File: src/rtl/bitnet_pkg.sv
// rtl/bitnet_pkg.sv - shared types and helpers for the propagation sequencer
//
// Purpose: sequencer state encoding, settle-counter width and the layer
//          index width helper used by prop_sequencer and prop_strobe_gen.
// Ports:   none (package).
package bitnet_pkg;

  typedef enum logic [2:0] {
    S_IDLE,
    S_LOAD,
    S_FWD,
    S_TGT,
    S_BWD,
    S_NEXT,
    S_DONE
  } seq_state_t;

  // Settle gap is at most 15 idle cycles.
  localparam int SETTLE_W = 4;

  // A single-layer stack still needs a 1-bit index.
  function automatic int layer_idx_w(input int n);
    return (n <= 1) ? 1 : $clog2(n);
  endfunction

endpackage

File: src/rtl/prop_sequencer_if.sv
// rtl/prop_sequencer_if.sv - sample/target handshakes and per-layer strobes
//
// Purpose: groups the source-facing handshakes and the unit-array strobes.
// Signals:
//   sample_valid_in / sample_ready_out : input-vector handshake (layer 0)
//   target_valid_in / target_ready_out : target/error handshake (last layer)
//   fd_prop_out / bk_prop_out          : one-hot forward/backward strobes
// Modports: slave = sequencer side, master = source/array side.
interface prop_sequencer_if #(
  parameter int NUM_LAYERS = 8
);

  logic                  sample_valid_in;
  logic                  sample_ready_out;
  logic                  target_valid_in;
  logic                  target_ready_out;
  logic [NUM_LAYERS-1:0] fd_prop_out;
  logic [NUM_LAYERS-1:0] bk_prop_out;

  modport slave (
    input  sample_valid_in,
    input  target_valid_in,
    output sample_ready_out,
    output target_ready_out,
    output fd_prop_out,
    output bk_prop_out
  );

  modport master (
    output sample_valid_in,
    output target_valid_in,
    input  sample_ready_out,
    input  target_ready_out,
    input  fd_prop_out,
    input  bk_prop_out
  );

endinterface

File: src/rtl/prop_strobe_gen.sv
// rtl/prop_strobe_gen.sv - one-hot layer strobe walk with settle gaps
//
// Purpose: after a start pulse, walks a one-hot strobe across all layers
//          (ascending for forward, descending for backward). Each strobe
//          lasts one cycle and is followed by SETTLE_CYCLES idle cycles.
// Ports:
//   clk_in, rst_in  : clock, synchronous active-low reset
//   clear_in        : abandon the current walk (abort)
//   start_in        : begin a walk on the next cycle
//   dir_in          : 0 = layer 0 upward, 1 = last layer downward
//   strobe_out      : one-hot strobe, zero during settle gaps and when idle
//   sweep_done_out  : high on the final settle cycle of the last layer
module prop_strobe_gen
  import bitnet_pkg::*;
#(
  parameter int NUM_LAYERS    = 8,
  parameter int SETTLE_CYCLES = 0
) (
  input  logic                  clk_in,
  input  logic                  rst_in,
  input  logic                  clear_in,
  input  logic                  start_in,
  input  logic                  dir_in,
  output logic [NUM_LAYERS-1:0] strobe_out,
  output logic                  sweep_done_out
);

  localparam int IDX_W = layer_idx_w(NUM_LAYERS);
  localparam logic [IDX_W-1:0]    LAST_IDX = IDX_W'(NUM_LAYERS - 1);
  localparam logic [SETTLE_W-1:0] GAP_END  = SETTLE_W'(SETTLE_CYCLES);

  logic                active;
  logic                dir;
  logic [IDX_W-1:0]    idx;
  logic [SETTLE_W-1:0] gap;
  logic [IDX_W-1:0]    end_idx;
  logic                gap_end;

  assign end_idx = dir ? '0 : LAST_IDX;
  // gap==GAP_END marks the last cycle spent on the current layer; with no
  // settle gap that is the strobe cycle itself.
  assign gap_end = (gap == GAP_END);

  assign sweep_done_out = active && gap_end && (idx == end_idx);

  always_comb begin
    strobe_out = '0;
    if (active && (gap == '0)) begin
      strobe_out = NUM_LAYERS'(1) << idx;
    end
  end

  always_ff @(posedge clk_in) begin
    if (!rst_in) begin
      active <= 1'b0;
      dir    <= 1'b0;
      idx    <= '0;
      gap    <= '0;
    end else if (clear_in) begin
      active <= 1'b0;
      gap    <= '0;
    end else if (start_in) begin
      active <= 1'b1;
      dir    <= dir_in;
      idx    <= dir_in ? LAST_IDX : '0;
      gap    <= '0;
    end else if (active) begin
      if (gap_end) begin
        gap <= '0;
        if (idx == end_idx) begin
          active <= 1'b0;
        end else if (dir) begin
          idx <= idx - IDX_W'(1);
        end else begin
          idx <= idx + IDX_W'(1);
        end
      end else begin
        gap <= gap + SETTLE_W'(1);
      end
    end
  end

endmodule

File: src/rtl/prop_sequencer.sv
// rtl/prop_sequencer.sv - forward/backward propagation sequencer for a unit stack
//
// Purpose: per training sample, accepts the input vector, sweeps fd_prop
//          over layers 0..N-1, accepts the target, sweeps bk_prop over
//          layers N-1..0, then toggles the oscillator and counts the sample.
//          After the programmed number of samples it pulses done_out.
// Ports:
//   clk_in, rst_in     : clock, synchronous active-low reset
//   start_in           : begin a run (IDLE only)
//   abort_in           : cancel the run, no done pulse
//   num_samples_in     : samples per run, latched at start
//   bus                : sample/target handshakes and layer strobes
//   oscillator_out     : oscillator bit, toggles after every sample
//   busy_out           : any state but IDLE
//   done_out           : one-cycle pulse at run completion
//   sample_count_out   : samples completed in this run
module prop_sequencer
  import bitnet_pkg::*;
#(
  parameter int NUM_LAYERS    = 8,
  parameter int SETTLE_CYCLES = 0,
  parameter int CNT_W         = 16
) (
  input  logic             clk_in,
  input  logic             rst_in,
  input  logic             start_in,
  input  logic             abort_in,
  input  logic [CNT_W-1:0] num_samples_in,
  prop_sequencer_if.slave  bus,
  output logic             oscillator_out,
  output logic             busy_out,
  output logic             done_out,
  output logic [CNT_W-1:0] sample_count_out
);

  seq_state_t state;
  seq_state_t next_state;

  logic [CNT_W-1:0]      target_cnt;
  logic [CNT_W-1:0]      count;
  logic [CNT_W-1:0]      count_inc;
  logic                  osc;
  logic                  sample_hs;
  logic                  target_hs;
  logic [NUM_LAYERS-1:0] strobe;
  logic                  sweep_done;

  // Abort wins over a simultaneous handshake, so the ready signals are
  // withdrawn in that cycle and the transfer never happens.
  assign sample_hs = (state == S_LOAD) && bus.sample_valid_in && !abort_in;
  assign target_hs = (state == S_TGT) && bus.target_valid_in && !abort_in;
  assign count_inc = count + CNT_W'(1);

  prop_strobe_gen #(
    .NUM_LAYERS    (NUM_LAYERS),
    .SETTLE_CYCLES (SETTLE_CYCLES)
  ) u_strobe (
    .clk_in         (clk_in),
    .rst_in         (rst_in),
    .clear_in       (abort_in),
    .start_in       (sample_hs | target_hs),
    .dir_in         (target_hs),
    .strobe_out     (strobe),
    .sweep_done_out (sweep_done)
  );

  always_ff @(posedge clk_in) begin
    if (!rst_in) begin
      state <= S_IDLE;
    end else begin
      state <= next_state;
    end
  end

  always_comb begin
    next_state           = state;
    bus.sample_ready_out = 1'b0;
    bus.target_ready_out = 1'b0;
    bus.fd_prop_out      = '0;
    bus.bk_prop_out      = '0;
    busy_out             = (state != S_IDLE);
    done_out             = 1'b0;

    case (state)
      S_IDLE: begin
        if (start_in) begin
          next_state = (num_samples_in == '0) ? S_DONE : S_LOAD;
        end
      end
      S_LOAD: begin
        bus.sample_ready_out = !abort_in;
        if (sample_hs) begin
          next_state = S_FWD;
        end
      end
      S_FWD: begin
        bus.fd_prop_out = strobe;
        if (sweep_done) begin
          next_state = S_TGT;
        end
      end
      S_TGT: begin
        bus.target_ready_out = !abort_in;
        if (target_hs) begin
          next_state = S_BWD;
        end
      end
      S_BWD: begin
        bus.bk_prop_out = strobe;
        if (sweep_done) begin
          next_state = S_NEXT;
        end
      end
      S_NEXT: begin
        next_state = (count_inc == target_cnt) ? S_DONE : S_LOAD;
      end
      S_DONE: begin
        done_out   = 1'b1;
        next_state = S_IDLE;
      end
      default: begin
        next_state = S_IDLE;
      end
    endcase

    if (abort_in && (state != S_IDLE)) begin
      next_state = S_IDLE;
    end
  end

  // Count and oscillator survive abort and run completion; only reset and
  // an accepted start (count only) clear them.
  always_ff @(posedge clk_in) begin
    if (!rst_in) begin
      target_cnt <= '0;
      count      <= '0;
      osc        <= 1'b0;
    end else begin
      if ((state == S_IDLE) && start_in) begin
        target_cnt <= num_samples_in;
        count      <= '0;
      end
      if ((state == S_NEXT) && !abort_in) begin
        count <= count_inc;
        osc   <= ~osc;
      end
    end
  end

  assign oscillator_out   = osc;
  assign sample_count_out = count;

endmodule

File: src/flat_wrapper.sv
// flat-port wrapper written by rule: the top's interface ports become plain ports
module prop_sequencer_flat import bitnet_pkg::*;
#(
  parameter int NUM_LAYERS    = 8,
  parameter int SETTLE_CYCLES = 0,
  parameter int CNT_W         = 16
)
  (clk_in, rst_in, start_in, abort_in, num_samples_in, oscillator_out, busy_out, done_out, sample_count_out, bus_sample_valid_in, bus_target_valid_in, bus_sample_ready_out, bus_target_ready_out, bus_fd_prop_out, bus_bk_prop_out);
  prop_sequencer_if #(.NUM_LAYERS(NUM_LAYERS)) bus_i ();
  input  logic clk_in;
  input  logic rst_in;
  input  logic start_in;
  input  logic abort_in;
  input  logic [CNT_W-1:0] num_samples_in;
  output logic oscillator_out;
  output logic busy_out;
  output logic done_out;
  output logic [CNT_W-1:0] sample_count_out;
  input wire logic [$bits(bus_i.sample_valid_in)-1:0] bus_sample_valid_in;
  input wire logic [$bits(bus_i.target_valid_in)-1:0] bus_target_valid_in;
  output wire logic [$bits(bus_i.sample_ready_out)-1:0] bus_sample_ready_out;
  output wire logic [$bits(bus_i.target_ready_out)-1:0] bus_target_ready_out;
  output wire logic [$bits(bus_i.fd_prop_out)-1:0] bus_fd_prop_out;
  output wire logic [$bits(bus_i.bk_prop_out)-1:0] bus_bk_prop_out;
  assign bus_i.sample_valid_in = bus_sample_valid_in;
  assign bus_i.target_valid_in = bus_target_valid_in;
  assign bus_sample_ready_out = bus_i.sample_ready_out;
  assign bus_target_ready_out = bus_i.target_ready_out;
  assign bus_fd_prop_out = bus_i.fd_prop_out;
  assign bus_bk_prop_out = bus_i.bk_prop_out;
  prop_sequencer #(.NUM_LAYERS(NUM_LAYERS), .SETTLE_CYCLES(SETTLE_CYCLES), .CNT_W(CNT_W)) u_core (.clk_in(clk_in), .rst_in(rst_in), .start_in(start_in), .abort_in(abort_in), .num_samples_in(num_samples_in), .bus(bus_i), .oscillator_out(oscillator_out), .busy_out(busy_out), .done_out(done_out), .sample_count_out(sample_count_out));
endmodule
File: config.mk
export PLATFORM = sky130hd
export DESIGN_NAME = prop_sequencer_flat
export DESIGN_NICKNAME = d
export VERILOG_FILES = /design/src/rtl/bitnet_pkg.sv /design/src/rtl/prop_sequencer_if.sv /design/src/rtl/prop_strobe_gen.sv /design/src/rtl/prop_sequencer.sv /design/src/flat_wrapper.sv
export SDC_FILE = /design/constraint.sdc
export NUM_CORES = 1
export LEC_CHECK = 0
export BUFFER_PORTS_ARGS = -buffer_cell sky130_fd_sc_hd__buf_2
export CORE_MARGIN = 3
export CORE_UTILIZATION = 50
export DETAILED_ROUTE_END_ITERATION = 8
export HOLD_SLACK_MARGIN = 0.15
export PLACE_DENSITY = 0.77
export SLEW_MARGIN = 15
export SYNTH_ARGS = -nofsm -noshare
export SYNTH_HDL_FRONTEND = slang
export SYNTH_HIERARCHICAL = 1
export SYNTH_SLANG_ARGS = --single-unit
File: constraint.sdc
create_clock -name clk_in -period 4.8 [get_ports clk_in]
set_input_delay 0 -clock clk_in [delete_from_list [all_inputs] [get_ports clk_in]]
set_output_delay 0 -clock clk_in [all_outputs]
set_load 0.1 [all_outputs]
==> flow_metrics.tcl, run 1 <==
set metrics [dict create \
    p_seq_share_pct 39.1 \
    grt_pass1_vias 2953 \
    worst_slew_pin_slew_ps 797 \
    status "complete, no violations" \
    yosysWarnings 6 \
    cp.required_ps 5010 \
    synth_common_cells "61 x nand2_1, 45 x dfxtp_1, 29 x nor2_1" \
    final_antenna_net_count 0 \
    die_h_um 85.1 \
    clock-sinks 45 \
    post_cts_buffers 0 \
    placed_cells 512 \
    cts_resized 0 \
    clkTransAtPathRegs_ps 90 \
    start_util_pct 52.3 \
    clock_skew_ps 10.7 \
    dp_slack_ps 2380 \
    dpl.hpwl_um 5760 \
    drtPass1Iterations 5 \
    grt_first_pass_wirelength_um 13400 \
    synth_ff_type "dfxtp_1" \
    syn_inst 407 \
    relSlewSlack_pct 46.7 \
    tns_ps 0 \
    hold_viol_final 0 \
    cts_tree "built" \
    rsz0062_at_grt "false" \
    ys_ff_latch 45 \
    clkLatencyLatePin_ps 310 \
    cts_hold_buffers 17 \
    syn-cell-area_um2 3130 \
    htree_levels 2 \
    io_buffers 58 \
    cts_root_buf "clkbuf_8" \
    synth-seq-area-share_pct 28.8 \
    gp_congestion 0.864 \
    start_kind "flop" \
    layout.nets 488 \
    p_switching_w 0.000459 \
    n_antenna_cell 0 \
    fin_crit_ps 2490 \
    syn_nets 434 \
    wl_per_cell_um 14.6 \
    avgViaCountPerCell 5.84 \
    ios 59 \
    routed_wl_um 7850 \
    fin_ws_ps 2310 \
    drt_iter0_markers 252 \
    finalSetupViolations 0 \
    crit_type "flop to flop" \
    place_area_um2 3370 \
    max_freq_mhz 401 \
    yosysMostFrequentCell "nand2_1" \
    powerDensity_nw_per_um2 330 \
    cts_buffers 5 \
    critPathArrivalTime_ps 2700 \
    die-area_um2 7250 \
    synth_cell_type_count 66 \
    grt_overflow 0 \
    postSynthAreaPerCell_um2 7.69 \
    hold_class "input pin to flop" \
    power_frac_comb_pct 32.5 \
    drc 0 \
    synth-edff-count 0 \
    dieWidth_um 85.1 \
    track_usage_pct 22.2 \
    vias 3138 \
    ys_top_cells_by_area "dfxtp_1 29%, nand2_1 7.3%, a21boi_0 5.3%, xnor2_1 4.5%, nor2_1 3.5%" \
    pwr-share-clk_pct 28.4 \
    std_cell_rows 28 \
    critPathCaptureType "flop" \
    yosys.area.top_type "dfxtp_1" \
    layout-drive-gt1-share_pct 17.3 \
    grt_max_degree 42 \
    antenna_found_initial 0 \
    final_cells 537 \
    fin_crit_sh_pct 51.9 \
    path_max_fanout 9 \
    max_cap_violations 0 \
    stdcell_area_um2 3670 \
    clock_path_buffers 2 \
    synth_top_area_share_pct 28.8 \
    core_um2 5990 \
    intPower_w 0.000751 \
    fin_util_pct 61.3 \
    fillers 556 \
    final-max-slew-violation-count 0 \
    area_delta_synth_final_pct 17.3 \
    synthArstFlopShare_pct 0 \
    p_leak_nw 1.45 \
    vdd_drop_max_mv 0.313 \
    swShare_pct 37.9 \
]
[through the flow]
step | hold slack (ps) | total power [W]
floorplan | 118 | 0.000779
global placement | 271 | 0.000849
detailed placement | 277 | 0.000858
CTS | 178 | 0.00121
global route | 216 | 0.00128
finish | 191 | 0.00121
[power by group through the flow]
stage          sequential [W]  combinational [W]  clock, W
6_report             0.000473           0.000393  0.000344
5_1_grt              0.000482           0.000434  0.000368
4_1_cts              0.000471           0.000390  0.000351
3_5_place_dp         0.000480           0.000378         0
3_3_place_gp         0.000478           0.000371         0
2_1_floorplan        0.000448           0.000331         0
[cells in the final DEF, fill, tap and decap left out, drive strengths merged, types with 3 or more instances in the layout]
cell	netlist	final
a211oi	3	3
a21boi	24	24
a21oi	16	16
and2	14	14
and3	12	12
buf	15	58
clkbuf	13	5
dfxtp	45	45
dlygate4sd3	0	17
ha	4	4
inv	13	13
mux2i	7	7
nand2	61	61
nand2b	4	4
nand3	10	10
nand4	11	11
nor2	29	29
nor2b	9	9
nor3	14	14
nor4	11	11
nor4b	3	3
o21a	5	5
o21ai	18	18
or2	3	3
or3	3	3
or4	6	6
xnor2	17	17
xor2	7	7
[path summary, 6_finish.rpt]
| kind | from | to | slack, ps | depth (start not counted) |
|---|---|---|---|---|
| setup reg to reg | u_core/sample_count_out[0] | u_core/state[0] | 2310 | 7 |
| hold reg to reg | u_core/target_cnt[11] | u_core/target_cnt[11] | 500 | 2 |
| hold / removal | abort_in | u_core/u_strobe/idx[2] | 190 | 3 |
| setup / recovery | u_core/sample_count_out[0] | u_core/state[0] | 2310 | 7 |
[metal layers]
layer | track usage, % | vias up | part of all wire [%]
met5 | 0 | - | 0
met1 | 29.7 | 1471 | 46
met3 | 3.50 | 16 | 5.4
li1 | - | 1545 | -
met2 | 36.7 | 106 | 47
met4 | 7.05 | 0 | 1.4
[area by class of cell]
cell class | instances | area (µm²) | share of cell area (%)
clock buffers | 5 | 68.8 | 1.87
repair buffers | 75 | 460 | 12.5
inverters | 13 | 48.8 | 1.33
clock inverters | 3 | 65.1 | 1.77
flip-flops and latches | 45 | 901 | 24.5
multi-input cells | 321 | 2030 | 55.4
well taps | 75 | 93.8 | 2.56
[critical path: stages (launching register included)]
cell       delay [ps]
dfxtp_1           530
ha_1              390
nand4_2           260
a2111oi_0         450
a21oi_1           130
a2111oi_4         200
nand4_1           230
a21o_1            210
[registers in the layout (all words and copies together), names as in the netlist]
name and flops:
u_core/state 3, u_core/oscillator_out 1, u_core/u_strobe/gap 4, u_core/u_strobe/active 1, u_core/sample_count_out 16, u_core/u_strobe/idx 3, u_core/u_strobe/dir 1, u_core/target_cnt 16
[kinds of logic after synthesis]
family | synth area share [%]
buffers and inverters | 6.27
XOR/XNOR | 7.31
AO/OA/AOI/OAI | 18.9
flip-flops | 28.8
multiplexers | 2.60
adder cells (fa/ha/maj) | 2.24
AND/OR/NAND/NOR | 33.9
No activity file was read; power rests on OpenSTA's default activity.
==> inputs of run 2 (changes only) <==
--- a/config.mk
+++ b/config.mk
@@ -5,12 +5,13 @@
 export SDC_FILE = /design/constraint.sdc
 export NUM_CORES = 1
 export LEC_CHECK = 0
+export ABC_AREA = 1
 export BUFFER_PORTS_ARGS = -buffer_cell sky130_fd_sc_hd__buf_2
 export CORE_MARGIN = 3
 export CORE_UTILIZATION = 50
 export DETAILED_ROUTE_END_ITERATION = 8
 export HOLD_SLACK_MARGIN = 0.15
-export PLACE_DENSITY = 0.77
+export PLACE_DENSITY = 0.78
 export SLEW_MARGIN = 15
 export SYNTH_ARGS = -nofsm -noshare
 export SYNTH_HDL_FRONTEND = slang
==> constraint.sdc (replaced) <==
create_clock -name clk_in -period 2.4 [get_ports clk_in]
set_input_delay 0 -clock clk_in [delete_from_list [all_inputs] [get_ports clk_in]]
set_output_delay 0 -clock clk_in [all_outputs]
set_load 0.1 [all_outputs]
==> flow_metrics.tcl, run 2 <==
set metrics [dict create \
    vias 3471 \
    area_delta_synth_final_pct 26.3 \
    fin_crit_ps 2220 \
    path_max_fanout 16 \
    grtUsageMet3_pct 3.89 \
    layout.nets 589 \
    layout-drive-gt1-share_pct 19.7 \
    syn_inst 477 \
    final_common_cell "nand2_1" \
    yosysWarnings 6 \
    start_util_pct 52.6 \
    track_usage_pct 26.4 \
    tns_ps 0 \
    layout_common_cells "122 x nand2_1, 60 x inv_1, 58 x buf_2" \
    yosysMostFrequentCell "nand2_1" \
    clock-sinks 45 \
    worst_slew_pin_slew_ps 1260 \
    synth_top_area_share_pct 30.6 \
    hold_viol_final 0 \
    finalSetupViolations 0 \
    dpl.hpwl_um 6080 \
    grt_overflow 0 \
    stdcell_area_um2 3720 \
    antenna_found_initial 0 \
    cp.required_ps 2620 \
    fillers 493 \
    gp_congestion 0.942 \
    power_frac_comb_pct 37.4 \
    swShare_pct 39.1 \
    synth-edff-count 0 \
    met2_usage_pct 46.6 \
    final-max-slew-violation-count 0 \
    rsz0062_at_grt "false" \
    critPathCaptureType "flop" \
    drt_iter0_markers 327 \
    final_antenna_net_count 0 \
    synth_common_cells "122 x nand2_1, 61 x inv_1, 60 x nor2_1" \
    grt_pass1_vias 3025 \
    routed_wl_um 8860 \
    synth_cell_type_count 33 \
    ys_top_cells_by_area "dfxtp_1 31%, nand2_1 16%, nand3_1 8.3%, inv_1 7.8%, nor2_1 7.6%" \
    syn_nets 504 \
    holdWs_ps 159 \
    max_cap_violations 0 \
    top_usage_layer "met2" \
    ios 59 \
    clkTransAtPathRegs_ps 80 \
    grt_first_pass_wirelength_um 13700 \
    hold_class "input pin to flop" \
    clkLatencyLatePin_ps 300 \
    yosys.area.top_type "dfxtp_1" \
    core_um2 5610 \
    p_switching_w 0.000950 \
    dieWidth_um 82.8 \
    cts_buffers 5 \
    status "complete, no violations" \
    io_buffers 58 \
    vdd_drop_max_mv 0.357 \
    pwr-share-clk_pct 24.7 \
    cts_root_buf "clkbuf_8" \
    final_cells 635 \
    powerDensity_nw_per_um2 653 \
    drc 0 \
    syn-cell-area_um2 2950 \
    p_seq_share_pct 37.9 \
    placed_cells 598 \
    htree_levels 2 \
    postSynthAreaPerCell_um2 6.18 \
    critPathArrivalTime_ps 2440 \
    grt_max_degree 26 \
    intPower_w 0.00148 \
    clock_path_buffers 2 \
    die_h_um 82.8 \
    crit_type "flop to flop" \
    cts_tree "built" \
    synth_ff_type "dfxtp_1" \
    start_kind "flop" \
    use_met1_pct 32.3 \
    fin_crit_sh_pct 92.6 \
    std_cell_rows 27 \
    synth-seq-area-share_pct 30.6 \
    wl_per_cell_um 13.9 \
    drtPass1Iterations 5 \
    place_area_um2 3320 \
    clock_skew_ps 12.1 \
    ys_ff_latch 45 \
    max_freq_mhz 450 \
    die-area_um2 6850 \
    n_antenna_cell 0 \
    p_leak_nw 1.61 \
    avgViaCountPerCell 5.47 \
    synthArstFlopShare_pct 0 \
    relSlewSlack_pct 15.9 \
]
==> run 2: power groups by stage <==
stage | sequential, W | combinational, W | clock (W)
2_1_floorplan | 0.000904 | 0.000651 | 0
3_3_place_gp | 0.000926 | 0.000777 | 0
3_5_place_dp | 0.000932 | 0.000791 | 0
4_1_cts | 0.000915 | 0.000853 | 0.000614
5_1_grt | 0.000931 | 0.000992 | 0.000643
6_report | 0.000921 | 0.000910 | 0.000601
==> run 2: critical path, stage by stage, from the launching register on <==
cell     delay [ps]
dfxtp_1         480
nor2_1          120
nand2_1         190
nor2_4          100
nor2_1          960
nand2_1         110
a21oi_1         180
==> run 2: logic make-up (layout without fill, tap and decap cells) <==
kind of cell	count (synthesis)	after routing	share of synthesized area (%)
AND/OR/NAND/NOR	280	280	43.0
flip-flops	45	45	30.6
buffers and inverters	76	162	10.1
AO/OA/AOI/OAI	65	65	11.3
adder cells (fa/ha/maj)	5	5	2.38
XOR/XNOR	6	6	2.72
==> run 2: repair_timing <==
item	4_1_cts	5_1_grt
gates resized for setup	0	3
buffers inserted	0	0
endpoints found under the hold margin	23	0
hold buffers	27	0
setup endpoints to repair	0	8
==> run 2: area by class of cell <==
cell class,count,area [µm²],area share (%)
multi-input combinational,356,1780,47.7
sequential,45,906,24.3
timing repair buffer,87,576,15.5
inverter,65,248,6.65
tap,72,90.1,2.42
clock buffer,7,86.3,2.32
clock inverter,1,30.0,0.806
timing repair inverter,2,10.0,0.269
==> run 2: per-layer routing <==
layer / share of wire (%) / vias up
met3: 6.4 / 32
met1: 42 / 1588
met4: 3.0 / 0
li1: - / 1695
met5: 0 / -
met2: 48 / 156
==> run 2: path summary, 6_finish.rpt <==
check	startpoint	endpoint	slack, ps	cells after the start
setup / recovery	u_core/state[1]	u_core/sample_count_out[11]	180	6
hold / removal	abort_in	u_core/u_strobe/active	160	4
setup reg to reg	u_core/state[1]	u_core/sample_count_out[11]	180	6
hold reg to reg	u_core/target_cnt[1]	u_core/target_cnt[1]	470	2
==> run 2: per-stage QoR <==
| stage | power, W | setup slack [ps] | util, % |
|---|---|---|---|
| floorplan | 0.00155 | 5.24 | - |
| finish | 0.00243 | 177 | 66.4 |
| CTS | 0.00238 | 169 | 66.0 |
| global route | 0.00257 | 60.0 | 66.4 |
| global placement | 0.00170 | 388 | 59.1 |
| detailed placement | 0.00172 | 309 | 59.1 |
